==> config.mk <==
export PLATFORM = sky130hd
export DESIGN_NAME = dm_lsu_flat
export DESIGN_NICKNAME = d
export VERILOG_FILES = /design/src/rtl/dm_lsu_if.sv /design/src/rtl/dm_lsu.sv /design/src/flat_wrapper.sv
export SDC_FILE = /design/constraint.sdc
export NUM_CORES = 1
export LEC_CHECK = 0
export BUFFER_PORTS_ARGS = -buffer_cell sky130_fd_sc_hd__buf_2
export CORE_MARGIN = 5
export CORE_UTILIZATION = 55
export CTS_CLUSTER_DIAMETER = 120
export CTS_CLUSTER_SIZE = 14
export DETAILED_ROUTE_END_ITERATION = 8
export PLACE_DENSITY = 0.86
export SYNTH_ARGS = -nofsm -noshare
export SYNTH_HDL_FRONTEND = slang
export SYNTH_SLANG_ARGS = --single-unit
==> constraint.sdc <==
create_clock -name clk_dm -period 3.4 [get_ports clk_dm]
set_clock_uncertainty 0.2 [all_clocks]
set_input_delay 0.85 -clock clk_dm [delete_from_list [all_inputs] [get_ports clk_dm]]
set_output_delay 0.85 -clock clk_dm [all_outputs]
set_load 0.02 [all_outputs]
==> src/rtl/dm_lsu_if.sv <==
// CPU-side request/response channel of the data-memory load/store unit.
// master = CPU datapath, slave = dm_lsu.
interface dm_lsu_if;
    logic        req_valid;
    logic        req_ready;
    logic        req_we;
    logic [2:0]  req_funct3;
    logic [31:0] req_addr;
    logic [31:0] req_wdata;
    logic        rsp_valid;
    logic        rsp_err;
    logic [31:0] rsp_rdata;

    modport master (
        output req_valid, req_we, req_funct3, req_addr, req_wdata,
        input  req_ready, rsp_valid, rsp_err, rsp_rdata
    );

    modport slave (
        input  req_valid, req_we, req_funct3, req_addr, req_wdata,
        output req_ready, rsp_valid, rsp_err, rsp_rdata
    );
endinterface

==> src/rtl/dm_lsu.sv <==
// RV32I byte-addressed load/store unit in front of a word-only data RAM.
// Optional DM_LSU_STATS_EN adds saturating load/store/error counters.
module dm_lsu #(
    parameter int unsigned ADDR_W = 6
) (
    input  logic              clk_dm,
    input  logic              rst_n,
    dm_lsu_if.slave           cpu,
    output logic              Men_Write,
    output logic [ADDR_W-1:0] DM_Addr,
    output logic [31:0]       M_W_Data,
    input  logic [31:0]       M_R_Data
`ifdef DM_LSU_STATS_EN
    ,
    output logic [15:0]       stat_loads,
    output logic [15:0]       stat_stores,
    output logic [15:0]       stat_errs
`endif
);

    typedef enum logic [1:0] {StIdle, StRead, StWrite, StResp} state_e;

    state_e            state_q, state_d;
    logic              we_q, we_d;
    logic [2:0]        funct3_q, funct3_d;
    logic [1:0]        off_q, off_d;
    logic [15:0]       wdata_q, wdata_d;
    logic              men_write_q, men_write_d;
    logic [ADDR_W-1:0] dm_addr_q, dm_addr_d;
    logic [31:0]       m_w_data_q, m_w_data_d;
    logic              rsp_valid_q, rsp_valid_d;
    logic              rsp_err_q, rsp_err_d;
    logic [31:0]       rsp_rdata_q, rsp_rdata_d;

    logic        illegal, misaligned, out_of_range, req_err;
    logic [4:0]  lane_sh;
    logic [7:0]  rd_byte;
    logic [15:0] rd_half;
    logic [31:0] load_val, lane_mask, lane_data, merged;

    always_comb begin
        illegal      = (cpu.req_funct3 == 3'b011) || (cpu.req_funct3[2:1] == 2'b11) ||
                       (cpu.req_we && cpu.req_funct3[2]);
        misaligned   = ((cpu.req_funct3[1:0] == 2'b01) && cpu.req_addr[0]) ||
                       ((cpu.req_funct3[1:0] == 2'b10) && (cpu.req_addr[1:0] != 2'b00));
        out_of_range = (cpu.req_addr >> (ADDR_W + 2)) != 32'd0;
        req_err      = illegal || misaligned || out_of_range;
    end

    // Lane extraction and sub-word merge both work on the word captured in READ.
    always_comb begin
        lane_sh = {off_q, 3'b000};
        rd_byte = 8'(M_R_Data >> lane_sh);
        rd_half = 16'(M_R_Data >> {off_q[1], 4'b0000});
        case (funct3_q)
            3'b000:  load_val = {{24{rd_byte[7]}}, rd_byte};
            3'b001:  load_val = {{16{rd_half[15]}}, rd_half};
            3'b100:  load_val = {24'd0, rd_byte};
            3'b101:  load_val = {16'd0, rd_half};
            default: load_val = M_R_Data;
        endcase
        if (funct3_q[0]) begin
            lane_mask = 32'h0000_FFFF << lane_sh;
            lane_data = {16'd0, wdata_q} << lane_sh;
        end else begin
            lane_mask = 32'h0000_00FF << lane_sh;
            lane_data = {24'd0, wdata_q[7:0]} << lane_sh;
        end
        merged = (M_R_Data & ~lane_mask) | lane_data;
    end

    always_comb begin
        state_d     = state_q;
        we_d        = we_q;
        funct3_d    = funct3_q;
        off_d       = off_q;
        wdata_d     = wdata_q;
        men_write_d = 1'b0;
        dm_addr_d   = dm_addr_q;
        m_w_data_d  = m_w_data_q;
        rsp_valid_d = 1'b0;
        rsp_err_d   = rsp_err_q;
        rsp_rdata_d = rsp_rdata_q;

        unique case (state_q)
            StIdle: begin
                if (cpu.req_valid) begin
                    we_d     = cpu.req_we;
                    funct3_d = cpu.req_funct3;
                    off_d    = cpu.req_addr[1:0];
                    wdata_d  = cpu.req_wdata[15:0];
                    if (req_err) begin
                        // RAM-side outputs are left untouched on a rejected request.
                        rsp_valid_d = 1'b1;
                        rsp_err_d   = 1'b1;
                        rsp_rdata_d = 32'd0;
                        state_d     = StResp;
                    end else begin
                        dm_addr_d = cpu.req_addr[ADDR_W+1:2];
                        if (cpu.req_we && (cpu.req_funct3[1:0] == 2'b10)) begin
                            m_w_data_d  = cpu.req_wdata;
                            men_write_d = 1'b1;
                            state_d     = StWrite;
                        end else begin
                            state_d = StRead;
                        end
                    end
                end
            end
            StRead: begin
                if (we_q) begin
                    m_w_data_d  = merged;
                    men_write_d = 1'b1;
                    state_d     = StWrite;
                end else begin
                    rsp_valid_d = 1'b1;
                    rsp_err_d   = 1'b0;
                    rsp_rdata_d = load_val;
                    state_d     = StResp;
                end
            end
            StWrite: begin
                rsp_valid_d = 1'b1;
                rsp_err_d   = 1'b0;
                rsp_rdata_d = 32'd0;
                state_d     = StResp;
            end
            StResp: begin
                state_d = StIdle;
            end
            default: state_d = StIdle;
        endcase
    end

    always_ff @(posedge clk_dm or negedge rst_n) begin
        if (!rst_n) begin
            state_q     <= StIdle;
            we_q        <= 1'b0;
            funct3_q    <= 3'd0;
            off_q       <= 2'd0;
            wdata_q     <= 16'd0;
            men_write_q <= 1'b0;
            dm_addr_q   <= '0;
            m_w_data_q  <= 32'd0;
            rsp_valid_q <= 1'b0;
            rsp_err_q   <= 1'b0;
            rsp_rdata_q <= 32'd0;
        end else begin
            state_q     <= state_d;
            we_q        <= we_d;
            funct3_q    <= funct3_d;
            off_q       <= off_d;
            wdata_q     <= wdata_d;
            men_write_q <= men_write_d;
            dm_addr_q   <= dm_addr_d;
            m_w_data_q  <= m_w_data_d;
            rsp_valid_q <= rsp_valid_d;
            rsp_err_q   <= rsp_err_d;
            rsp_rdata_q <= rsp_rdata_d;
        end
    end

    assign cpu.req_ready = (state_q == StIdle);
    assign cpu.rsp_valid = rsp_valid_q;
    assign cpu.rsp_err   = rsp_err_q;
    assign cpu.rsp_rdata = rsp_rdata_q;
    assign Men_Write     = men_write_q;
    assign DM_Addr       = dm_addr_q;
    assign M_W_Data      = m_w_data_q;

`ifdef DM_LSU_STATS_EN
    logic [15:0] stat_loads_q, stat_stores_q, stat_errs_q;

    always_ff @(posedge clk_dm or negedge rst_n) begin
        if (!rst_n) begin
            stat_loads_q  <= 16'd0;
            stat_stores_q <= 16'd0;
            stat_errs_q   <= 16'd0;
        end else if (state_q == StResp) begin
            if (rsp_err_q) begin
                if (stat_errs_q != 16'hFFFF) stat_errs_q <= stat_errs_q + 16'd1;
            end else if (we_q) begin
                if (stat_stores_q != 16'hFFFF) stat_stores_q <= stat_stores_q + 16'd1;
            end else begin
                if (stat_loads_q != 16'hFFFF) stat_loads_q <= stat_loads_q + 16'd1;
            end
        end
    end

    assign stat_loads  = stat_loads_q;
    assign stat_stores = stat_stores_q;
    assign stat_errs   = stat_errs_q;
`endif

endmodule
==> src/flat_wrapper.sv <==
// flat-port wrapper written by rule: the top's interface ports become plain ports
module dm_lsu_flat 
#(
    parameter int unsigned ADDR_W = 6
)
  (clk_dm, rst_n, Men_Write, DM_Addr, M_W_Data, M_R_Data, cpu_req_valid, cpu_req_we, cpu_req_funct3, cpu_req_addr, cpu_req_wdata, cpu_req_ready, cpu_rsp_valid, cpu_rsp_err, cpu_rsp_rdata);
  dm_lsu_if cpu_i ();
  input  logic clk_dm;
  input  logic rst_n;
  output logic Men_Write;
  output logic [ADDR_W-1:0] DM_Addr;
  output logic [31:0] M_W_Data;
  input  logic [31:0] M_R_Data;
  input wire logic [$bits(cpu_i.req_valid)-1:0] cpu_req_valid;
  input wire logic [$bits(cpu_i.req_we)-1:0] cpu_req_we;
  input wire logic [$bits(cpu_i.req_funct3)-1:0] cpu_req_funct3;
  input wire logic [$bits(cpu_i.req_addr)-1:0] cpu_req_addr;
  input wire logic [$bits(cpu_i.req_wdata)-1:0] cpu_req_wdata;
  output wire logic [$bits(cpu_i.req_ready)-1:0] cpu_req_ready;
  output wire logic [$bits(cpu_i.rsp_valid)-1:0] cpu_rsp_valid;
  output wire logic [$bits(cpu_i.rsp_err)-1:0] cpu_rsp_err;
  output wire logic [$bits(cpu_i.rsp_rdata)-1:0] cpu_rsp_rdata;
  assign cpu_i.req_valid = cpu_req_valid;
  assign cpu_i.req_we = cpu_req_we;
  assign cpu_i.req_funct3 = cpu_req_funct3;
  assign cpu_i.req_addr = cpu_req_addr;
  assign cpu_i.req_wdata = cpu_req_wdata;
  assign cpu_req_ready = cpu_i.req_ready;
  assign cpu_rsp_valid = cpu_i.rsp_valid;
  assign cpu_rsp_err = cpu_i.rsp_err;
  assign cpu_rsp_rdata = cpu_i.rsp_rdata;
  dm_lsu #(.ADDR_W(ADDR_W)) u_core (.clk_dm(clk_dm), .rst_n(rst_n), .cpu(cpu_i), .Men_Write(Men_Write), .DM_Addr(DM_Addr), .M_W_Data(M_W_Data), .M_R_Data(M_R_Data));
endmodule
Word-level counts from Yosys, hierarchy flattened
Index checks and enable logic that the tools add are counted.
{ "totals": {"ff_bits": 97, "in_bits": 103, "output_inout_bits": 74, "word_cells": 86} }
{ "classes": {"eq_ne": 16, "n_shift": 6, "n_mux": 30, "bitwise": 4, "reduce_logical": 19} }
{ "op_table": {"columns": ["operator", "n"], "rows": [
  ["32-bit two-way mux", 9],
  ["32-bit case mux with 4 select lines", 1],
  ["32-bit case mux with 3 select lines", 1],
  ["32-bit case mux with 2 select lines", 1],
  ["32-bit bitwise AND", 1],
  ["32-bit NOT", 1],
  ["32-bit bitwise OR", 1],
  ["32-bit nonzero test", 1],
  ["16-bit by 5-bit left shift with 32-bit output", 1],
  ["16-bit by 5-bit left shift with 32-bit output (first input constant)", 1],
  ["8-bit by 5-bit left shift with 32-bit output", 1],
  ["8-bit by 5-bit left shift with 32-bit output (first input constant)", 1],
  ["32-bit by 5-bit right shift with 16-bit output", 1],
  ["32-bit by 5-bit right shift with 8-bit output", 1],
  ["1-bit two-way mux", 11],
  ["2-bit == test (second input constant)", 4],
  ["2-bit case mux with 4 select lines", 1],
  ["3-bit == test (second input constant)", 2],
  ["2-bit two-way mux", 3],
  ["2-bit by 1-bit inequality test with 1-bit output (second input constant)", 3],
  ["2-bit inequality test (second input constant)", 3],
  ["1-bit case mux with 3 select lines", 2],
  ["1-bit logical OR", 5],
  ["5-bit AND reduction", 1],
  ["13 further kinds", 18]
]} }

Logic depth before layout (Yosys ltp)
{ "logic_depth": {"ltp_word": 8, "ltp_mapped": 9, "ltp_nobuf": 6} }

Least setup slack after synthesis
Ideal clock, no wire load.
{ "synth_path": {"kind": "in2reg", "startpoint": "in cpu_req_addr[8]", "endpoint": "reg u_core.m_w_data_q[29], in the netlist u_core.M_W_Data[29]", "setup_ps": 125, "arrival_time_ps": 2462, "required_time_ps": 3075, "setup_slack_ps": 614, "stages": 7, "cell_sequence": "nor4_1 > nand4_1 > nor4_4 > a31o_1 > buf_4 > buf_6 > mux2_2"} }
{ "synth_between": {"elab_chain_cells": 4} }
{ "synth_lines": {"columns": ["item", "line", "source"], "rows": [
  ["start: declaration", "flat_wrapper.sv:17", "input wire logic [$bits(cpu_i.req_addr)-1:0] cpu_req_addr;"],
  ["32-bit nonzero test", "dm_lsu.sv:46", "out_of_range = (cpu.req_addr >> (ADDR_W + 2)) != 32'd0;"],
  ["1-bit logical OR", "dm_lsu.sv:47", "req_err = illegal || misaligned || out_of_range;"],
  ["2-bit inequality test (no line)", null, null],
  ["5-bit AND reduction (no line)", null, null],
  ["end signal: assignment", "dm_lsu.sv:156", "m_w_data_q <= m_w_data_d;"],
  ["end: declaration", "dm_lsu.sv:30", "logic [31:0] m_w_data_q, m_w_data_d;"]
]} }
No other way between the ends.
A chain may end at the register's enable or synchronous reset.

Worst setup path in the final report
{ "layout_path": {"startpoint": "in cpu_req_addr[16]", "endpoint": "reg u_core.rsp_rdata_q[5], in the netlist u_core.cpu.rsp_rdata[5]"} }
{ "layout_between": {"elab_chain_cells": 4} }
{ "layout_lines": {"columns": ["item", "line", "source"], "rows": [
  ["32-bit nonzero test", "dm_lsu.sv:46", null],
  ["1-bit logical OR", "dm_lsu.sv:47", null],
  ["2-bit by 1-bit inequality test with 1-bit output (no line)", null, null],
  ["4-bit AND reduction (no line)", null, null],
  ["end signal: assignment", "dm_lsu.sv:159", "rsp_rdata_q <= rsp_rdata_d;"],
  ["end: declaration", "dm_lsu.sv:33", "logic [31:0] rsp_rdata_q, rsp_rdata_d;"]
]} }
No other way between the ends.

==> summary.md <==
| Metric | Value |
|---|---|
| Leakage power | `3.31 nW` |
| DP Wirelength | `12200 um` |
| CTS tree | `built` |
| Crit path cell chain | `buf_2 -> nor4_1 -> nand4_1 -> nor4_4 -> buf_4 -> a211oi_4 -> buf_4 -> buf_4 -> mux2i_1` |
| Largest net degree at the start of global routing | `67` |
| Mapped Area | `0.00544 mm2` |
| Setup TNS | `0 ps` |
| FF+latch count, synth | `97` |
| Most used cell, CP | `buf_4` |
| Cell Pwr Density | `between 900 and 1000 mW/mm2` |
| Final hold vios | `0` |
| Max clock buf depth | `2` |
| Die area | `0.0120 mm2` |
| Final min period | `2720 ps` |
| Most frequent cell after synthesis | `dfrtp_1` |
| DRC viols | `0` |
| Area contributors post-synth | `dfrtp_1 (45%), mux2_2 (19%), mux2i_1 (5.0%), a21oi_1 (3.9%), a22o_1 (3.4%)` |
| Max Fclk | `0.368 GHz` |
| Clock Root Buffer | `clkbuf_8` |
| Share of layout cells above drive strength 1 | `between 40% and 50%` |
| Final Wtd Congestion | `between 0.9 and 1` |
| CP max-delay cell | `nor4_1` |
| Max_cap viols | `0` |
| Ys flop type | `dfrtp_1` |
| Final-report max-slew violation count | `0` |
| Nets | `774` |
| Post-synth ARST share | `100%` |
| Pwr Total | `6.12 mW` |
| Avg Inst Size Synth | `10.8 um2` |
| Initial antenna violation count | `0` |
| Net Count, Synth | `612` |
| Die Y | `~110 um` |
| Crit start category | `primary input` |
| Peak VDD IR | `0.000391 V` |
| Clock Latency Late Sink | `370 ps` |
| Final worst slack | `~680 ps` |
| Distinct cells, synth | `47` |
| Num CTS Buffers | `9` |
| Rel. slew slack | `43.4%` |
| Cell Count, Final, Fillers Out | `807` |
| Top cells by count, synth | `dfrtp_1 (97), mux2_2 (94), a21oi_1 (42), inv_1 (40), nand2_1 (31)` |
| Hold Worst Slack | `between 200 and 300 ps` |
| Part of the cycle the worst path needs | `80.0%` |
| Number of routed nets with antenna violations | `0` |
| Core ar. | `0.00973 mm2` |
| Final wirelength | `16000 um` |
| Ys Warns | `0` |
| Total number of vias | `4705` |
| Die W | `109 um` |
| Aggregate global routing overflow | `0` |
| Unrepaired setup endpoints after global routing | `false` |
| Seq/Total Area, Yosys | `44.6%` |
| CTS Hold Bufs | `0` |
| First-pass GRT wire length | `24700 um` |
| Yosys top cell area share | `44.6%` |
| Port bufs | `176` |
| H-tree lvl count | `3` |
| Drt pass-1 iters | `5` |
| Routed len/inst | `about 20 um` |
| Vias per inst | `slightly below 6` |
| Reg clk slew, reported paths | `~90 ps` |
| Area grow syn2layout | `22.0%` |
| Worst Max-Slew Pin Slew | `~850 ps` |
| Number of enable flip-flop cells after synthesis | `0` |
| All-layer global routing usage | `27.1%` |
| Critical Path End Type | `flop` |
| Worst EP arrival | `~2800 ps` |
| Clock sink count | `97` |
| Outcome | `finished, final reports clean` |
| Cell Rows | `36` |
| Post_cts resized | `0` |
| Violation count after the first detailed-routing iteration | `between 400 and 500` |
| Placed cell count | `between 700 and 800` |
| Worst-path fanout max | `25` |
| Setup violators final | `0` |
| Postcts setup bufs | `0` |
| Initial Util | `55.9%` |
| Dpl ws | `about 270 ps` |
| Post-synth top area cell | `dfrtp_1` |
| Top-Level Pins | `177` |
| HP Class | `in -> async` |
| Worst path required time | `approximately 3500 ps` |
| Vias in the first global route | `between 4000 and 5000` |
| Max incr delay on CP | `410 ps` |
| Critical path type | `in -> reg` |
| Gate Count Post-Synth | `505` |
==> critical path, delay by kind of cell <==
| kind | cells | cell delay (ps) |
|---|---|---|
| multiplexers | 1 | 180 |
| AND/OR/NAND/NOR | 3 | 920 |
| AO/OA/AOI/OAI | 1 | 70 |
| buffers and inverters | 4 | 770 |
==> metal layers <==
layer	global-route usage (%)	up-vias	share of wire, %
li1	-	2129	-
met1	36.0	2270	40
met2	44.0	270	48
met3	5.70	36	9.0
met4	10.1	0	2.3
met5	0	-	0
==> sequential cells by signal, indices dropped and copies added, names as in the netlist <==
register              count
u_core.cpu.rsp_err        1
u_core.DM_Addr            6
u_core.Men_Write          1
u_core.off_q              2
u_core.state_q            2
u_core.cpu.rsp_valid      1
u_core.wdata_q           16
u_core.M_W_Data          32
u_core.we_q               1
u_core.cpu.rsp_rdata     32
u_core.funct3_q           3
==> stage by stage <==
stage               utilization [%]  cell area, um2
detailed placement             66.0            6420
floorplan                         -            5440
finish                         68.2            6640
CTS                            68.2            6630
global placement               66.0            6420
global route                   68.2            6630
==> final timing paths <==
kind | startpoint | endpoint | slack, ps | cells past startpoint
min reg2reg | u_core.M_W_Data[2] | u_core.M_W_Data[2] | 300 | 1
max in group asynchronous | rst_n | u_core.cpu.rsp_rdata[11] | 2060 | 2
min in group clk_dm | u_core.M_W_Data[2] | u_core.M_W_Data[2] | 300 | 1
min | rst_n | u_core.M_W_Data[18] | 260 | 1
max | cpu_req_addr[16] | u_core.cpu.rsp_rdata[5] | 680 | 9
max reg2reg | u_core.funct3_q[1] | u_core.cpu.rsp_rdata[7] | 820 | 5
==> layout make-up <==
class	count	area (um2)
Clock inverter	4	51.3
Inverter	40	150
Fill cell	771	3090
Antenna cell	2	5.00
Clock buffer	12	155
Tap cell	133	166
Sequential cell	97	2430
Multi-Input combinational cell	334	2710
Timing Repair Buffer	185	976
==> power breakdown <==
group          internal (mW)  total [mW]  switching (mW)  leakage (nW)
Sequential              1.62        2.02           0.403          1.21
Combinational           1.44        3.32            1.88          2.00
Clock                  0.381       0.781           0.400         0.103
==> cell usage in the layout, fill, tap and decap left out, types with 2 or more instances in the layout <==
master	n
clkbuf_8	11
o21ai_0	23
o2111ai_1	7
buf_4	8
nor4_1	6
nor2b_1	2
nand2_1	31
diode_2	2
o311ai_0	8
a22o_1	21
mux2i_1	27
buf_2	175
mux2_1	12
mux2_2	94
nand2b_1	8
inv_1	40
a21oi_1	42
nor3_1	2
nor2_1	21
buf_12	2
dfrtp_1	97
ha_1	3
nand3b_1	2
==> kinds of logic (layout without fill, tap and decap cells) <==
logic type                 after synthesis  in the layout  synth area share [%]
muxes                                  134            134                  27.3
AOI/OAI and AO/OA                      116            116                  14.1
DFF                                     97             97                  44.6
and+or+nand+nor                         80             80                  7.18
buffers and inverters                   74            241                  5.80
adders and majority gates                4              4                 0.920
other                                    0              2                     0
Note: power is estimated with default switching activity, not from simulation.
